===== config.mk =====
export PLATFORM = sky130hd
export DESIGN_NAME = crc8_frame_arbiter
export DESIGN_NICKNAME = d
export VERILOG_FILES = /design/src/rtl/crc8_frame_arbiter.sv
export SDC_FILE = /design/constraint.sdc
export NUM_CORES = 1
export LEC_CHECK = 0
export ABC_AREA = 1
export CELL_PAD_IN_SITES_DETAIL_PLACEMENT = 1
export CELL_PAD_IN_SITES_GLOBAL_PLACEMENT = 2
export CORE_ASPECT_RATIO = 1.2
export CORE_MARGIN = 4
export CORE_UTILIZATION = 31
export DETAILED_ROUTE_END_ITERATION = 6
export PLACE_DENSITY_LB_ADDON = 0.25
export SETUP_SLACK_MARGIN = 0.3
export SLEW_MARGIN = 5
export SYNTH_ARGS = -nofsm -noshare
export SYNTH_HDL_FRONTEND = slang
export SYNTH_SLANG_ARGS = --single-unit

===== constraint.sdc =====
create_clock -name clk -period 2.45 [get_ports clk]
set_input_delay 0.735 -clock clk [delete_from_list [all_inputs] [get_ports clk]]
set_output_delay 0.735 -clock clk [all_outputs]
set_load 0.05 [all_outputs]

===== src/rtl/crc8_frame_arbiter.sv =====
// Two-requester frame arbiter feeding a bit-serial CRC-8 engine.
// Round-robin at frame granularity; one byte is accepted per 9 cycles.
module crc8_frame_arbiter #(
   parameter logic [7:0] POLY   = 8'h49,
   parameter logic [7:0] INIT   = 8'h00,
   parameter logic [7:0] XOROUT = 8'hFF
) (
   input  logic       clk,
   input  logic       rst_n,
   input  logic [1:0] req,
   input  logic [7:0] byte_data0,
   input  logic [7:0] byte_data1,
   input  logic [1:0] byte_valid,
   input  logic [1:0] byte_last,
   output logic [1:0] byte_ready,
   output logic [1:0] grant,
   output logic [7:0] crc_out,
   output logic       crc_valid,
   output logic       crc_id,
   output logic       frame_abort
);

   localparam logic [1:0] ST_IDLE  = 2'd0;
   localparam logic [1:0] ST_WAIT  = 2'd1;
   localparam logic [1:0] ST_SHIFT = 2'd2;
   localparam logic [1:0] ST_DONE  = 2'd3;

   logic [1:0] state_q, state_d;
   logic [1:0] grant_q, grant_d;
   logic       ptr_q, ptr_d;
   logic [7:0] crc_q, crc_d;
   logic [7:0] shreg_q, shreg_d;
   logic       last_q, last_d;
   logic [2:0] cnt_q, cnt_d;
   logic [7:0] crc_out_q, crc_out_d;
   logic       crc_valid_q, crc_valid_d;
   logic       crc_id_q, crc_id_d;
   logic       abort_q, abort_d;

   logic       gnt_idx;
   logic       winner;
   logic       handshake;
   logic       fb;
   logic [7:0] crc_shift;
   logic [7:0] sel_data;
   logic       sel_last;

   assign gnt_idx    = grant_q[1];
   assign byte_ready = (state_q == ST_WAIT) ? (grant_q & req) : 2'b00;
   assign handshake  = |(byte_valid & byte_ready);
   assign sel_data   = gnt_idx ? byte_data1 : byte_data0;
   assign sel_last   = gnt_idx ? byte_last[1] : byte_last[0];

   // One CRC step, MSB of the shift register is the next message bit.
   assign fb        = crc_q[7] ^ shreg_q[7];
   assign crc_shift = {crc_q[6:0], 1'b0} ^ (fb ? POLY : 8'h00);

   // NOTE: every signal gets a default before the case so no path leaves
   // one unassigned, which would otherwise infer a latch.
   always_comb begin
      state_d     = state_q;
      grant_d     = grant_q;
      ptr_d       = ptr_q;
      crc_d       = crc_q;
      shreg_d     = shreg_q;
      last_d      = last_q;
      cnt_d       = cnt_q;
      crc_out_d   = crc_out_q;
      crc_valid_d = 1'b0;
      crc_id_d    = crc_id_q;
      abort_d     = 1'b0;
      winner      = ptr_q;

      case (state_q)
         ST_IDLE: begin
            if (|req) begin
               winner  = req[ptr_q] ? ptr_q : ~ptr_q;
               grant_d = winner ? 2'b10 : 2'b01;
               crc_d   = INIT;
               state_d = ST_WAIT;
            end
         end
         ST_WAIT: begin
            if (!req[gnt_idx]) begin
               abort_d = 1'b1;
               grant_d = 2'b00;
               ptr_d   = ~gnt_idx;
               state_d = ST_IDLE;
            end else if (handshake) begin
               shreg_d = sel_data;
               last_d  = sel_last;
               cnt_d   = 3'd0;
               state_d = ST_SHIFT;
            end
         end
         ST_SHIFT: begin
            crc_d   = crc_shift;
            shreg_d = {shreg_q[6:0], 1'b0};
            cnt_d   = cnt_q + 3'd1;
            if (cnt_q == 3'd7) begin
               if (last_q) begin
                  // Result registered here so it is presented throughout DONE.
                  crc_out_d   = crc_shift ^ XOROUT;
                  crc_valid_d = 1'b1;
                  crc_id_d    = gnt_idx;
                  state_d     = ST_DONE;
               end else begin
                  state_d = ST_WAIT;
               end
            end
         end
         ST_DONE: begin
            grant_d = 2'b00;
            ptr_d   = ~gnt_idx;
            state_d = ST_IDLE;
         end
         default: begin
            grant_d = 2'b00;
            state_d = ST_IDLE;
         end
      endcase
   end

   // NOTE: state registers use non-blocking assignments so every flop
   // samples its pre-edge inputs regardless of statement order.
   always_ff @(posedge clk or negedge rst_n) begin
      if (!rst_n) begin
         state_q     <= ST_IDLE;
         grant_q     <= 2'b00;
         ptr_q       <= 1'b0;
         crc_q       <= INIT;
         shreg_q     <= 8'h00;
         last_q      <= 1'b0;
         cnt_q       <= 3'd0;
         crc_out_q   <= 8'h00;
         crc_valid_q <= 1'b0;
         crc_id_q    <= 1'b0;
         abort_q     <= 1'b0;
      end else begin
         state_q     <= state_d;
         grant_q     <= grant_d;
         ptr_q       <= ptr_d;
         crc_q       <= crc_d;
         shreg_q     <= shreg_d;
         last_q      <= last_d;
         cnt_q       <= cnt_d;
         crc_out_q   <= crc_out_d;
         crc_valid_q <= crc_valid_d;
         crc_id_q    <= crc_id_d;
         abort_q     <= abort_d;
      end
   end

   assign grant       = grant_q;
   assign crc_out     = crc_out_q;
   assign crc_valid   = crc_valid_q;
   assign crc_id      = crc_id_q;
   assign frame_abort = abort_q;

endmodule


==> run metrics <==
Crit Reg-Reg Startpoint=state_q[0]$_DFFE_PN0P_; Final Hold Fails=0; Synthesis Warnings=0; post-synthesis net count=246; crit-path max FO=3; GPL Wtd Cong=0.8085; H-tree lvl count=2; r2r setup slk=roughly 0.7 ns; CP top delay family=flip-flops; Hold Path Depth=2; Critical Path End Type=output pin; commonest non-fill, non-tap cell in the layout=nand2_1; Data arrival, critical path=around 1.4 ns; CTS tree=built; most frequent cells in the layout=nand2_1 (71), dfrtp_1 (35), o21ai_0 (23), clkdlybuf4s50_1 (20); DP HPWL=about 3.2 mm; Final setup viols=0; gr usage total=0.1329; Max IR drop VDD=between 0.4 and 0.5 mV; Reg2Reg Depth=7; clk sinks=36; CP Class=register to output pin; launch point of the worst hold path=crc_out[0]$_DFFE_PN0P_; Initial Utilization=0.3271; share of cells above drive strength 1=0.1477; sequential area share after synthesis=0.5060; Min-Delay Path Class=register to register; Routed Antenna Nets=0; post-synthesis cell area=roughly 0.0018 mm2; drt drc=0; vias per cell=between 4 and 5; Synth Register Bits=36; minimum clock period=~2.1 ns; antenna fix cells=0; DR WL/cell=~13 um; Hold Path End=crc_out[0]$_DFFE_PN0P_; utilization after layout=0.4395; synth top area cells=dfrtp_1 (51%), nand2_1 (15%), o21ai_0 (6.5%), ha_1 (5.6%), nand3_1 (3.9%); die extent in x=roughly 77 um; delay of the slowest critical-path stage=roughly 0.43 ns; Die Y-Extent=a little over 90 um; Setup TNS=0 ns; worst-skew pair later-pin latency=0.29 ns; wl on met1=1.859 mm; Layout area overhead=34.36%; GRT overflow=0; Worst-path clk slew=about 0.080 ns; via count=roughly 1600; skew final=approximately 0.0080 ns; PwrDens=about 940 mW/mm2; routed wl met3=between 150 and 200 um; Avg Inst Size Synth=8.320 um2; area leader, netlist=dfrtp_1; status=finished, final reports clean; hold-fix buffer count after cts=0; crit-path cells=inv_2 -> ha_4 -> clkinvlp_4 -> nor2_4 -> buf_12; CTS Buf Count=5; Critical-path top delay cell=dfrtp_2; Die ar.=between 0.007 and 0.008 mm2; Yosys top cell area share=0.5060; Starting DRT DRC Count=75; WP depth=5; Total Wirelength=between 4 and 5 mm; Data required, critical path=about 1.7 ns; first-pass detailed-route iteration total=4; max frequency=about 470 MHz; max_slew headroom=0.4593; first-pass GRT wire length=7.445 mm; max layer used=met4; max-cap violations=0; pin count of the biggest net entering global routing=37; IO buf count=38; WL met2=2.224 mm; RSZ-0062 raised after global routing=true; Worst setup SP type=register; # rows=29; net count reported at finish=approximately 300; Post-Syn Instances=about 210; initial antenna violation count=0; # IOs=39; worst r2r dst=crc_out[1]$_DFFE_PN0P_; Tcrit/Tclk final=0.8630; Worst-Margin Slew=between 0.8 and 0.9 ns; Clock Tree Buf Depth=2; Slew Viols, Final=0; count of different cell masters after synthesis=23; CTS root buffer=clkbuf_8; CP Buf/Inv Count=3; vias in the first global route=1558; Core Area=between 0.005 and 0.006 mm2; leak pwr=1.199 nW
==> synthesized netlist by cell type (all sizes together) <==
cell	count
nand3	14
xor2	2
o21ai	36
dfrtp	36
nand2	74
a21oi	4
buf	6
o21bai	1
inv	17
nand4	2
mux2i	1
o22ai	2
nor2	8
or2	3
ha	8
==> layer usage <==
metal / global-route usage / up-vias
met5: 0 / -
met1: 0.1526 / 729
met3: 0.03366 / 7
li1: - / 789
met2: 0.2327 / 37
met4: 0.05638 / 0
==> worst reg2reg max path: stages, from the launching register on <==
cell	delay [ns]
dfrtp_1	0.44
inv_1	0.15
ha_1	0.29
nand2_1	0.12
nor2_2	0.21
inv_1	0.24
nand2_1	0.10
o21ai_0	0.09
==> how the worst max path moves through the flow <==
stage | startpoint | slack [ns] | endpoint
after floorplan | grant[1]$_DFFE_PN0P_ | 0.39 | byte_ready[1]
after global placement | req[1] | 0.08 | byte_ready[1]
after detailed placement | req[1] | 0.07 | byte_ready[1]
after CTS | state_q[1]$_DFFE_PN0P_ | 0.27 | byte_ready[0]
after global routing | state_q[1]$_DFFE_PN0P_ | 0.26 | byte_ready[0]
final | state_q[1]$_DFFE_PN0P_ | 0.34 | byte_ready[0]
==> per-stage QoR <==
step | area, um2 | setup slack (ns) | hold WS, ns | power [mW] | instances
2_1_floorplan | 1785 | 0.3886 | 0.4261 | 1.498 | 214
3_3_place_gp | 2247 | 0.07792 | 0.4404 | 1.738 | 312
3_5_place_dp | 2247 | 0.07174 | 0.4580 | 1.767 | 312
4_1_cts | 2346 | 0.2746 | 0.4732 | 2.230 | 321
5_1_grt | 2392 | 0.2598 | 0.4986 | 2.453 | 326
6_report | 2392 | 0.3355 | 0.4711 | 2.250 | 326
==> flip-flops by register name, indices dropped and copies added, names as in the netlist <==
register / cells
crc_id: 1
frame_abort: 1
crc_valid: 1
shreg_q: 8
grant: 2
ptr_q: 1
crc_out: 8
cnt_q: 3
last_q: 1
crc_q: 8
state_q: 2
==> final cells by class <==
cell class | instances | area (um2)
Inverter | 17 | 67.56
Tap cell | 62 | 77.57
Clock buffer | 5 | 68.82
Fill cell | 649 | 3050
Multi-Input combinational cell | 155 | 807.0
Clock inverter | 3 | 18.77
Timing Repair Buffer | 48 | 450.4
Sequential cell | 36 | 902.1
==> report_power, final <==
part           leakage [nW]  internal (mW)  switching (mW)
logic                 0.671          0.369           0.617
registers             0.480          0.731           0.100
clock network        0.0479          0.198           0.235
==> repair_timing <==
action,4_1_cts,5_1_grt
gates resized for setup,20,2
pin swaps,2,0
setup endpoints to repair,14,2
buffers inserted,1,5
==> cells by family (layout without fill, tap and decap cells) <==
| kind of cell | after synthesis | count (layout) | synth area share |
|---|---|---|---|
| AOI/OAI and AO/OA | 43 | 43 | 0.1279 |
| adders and majority gates | 8 | 8 | 0.05622 |
| xor gates and xnor gates | 2 | 2 | 0.009840 |
| buffers and inverters | 23 | 73 | 0.05763 |
| DFF | 36 | 36 | 0.5060 |
| muxes | 1 | 1 | 0.005622 |
| and+or+nand+nor | 101 | 101 | 0.2368 |
Note: power is estimated with default switching activity, not from simulation.
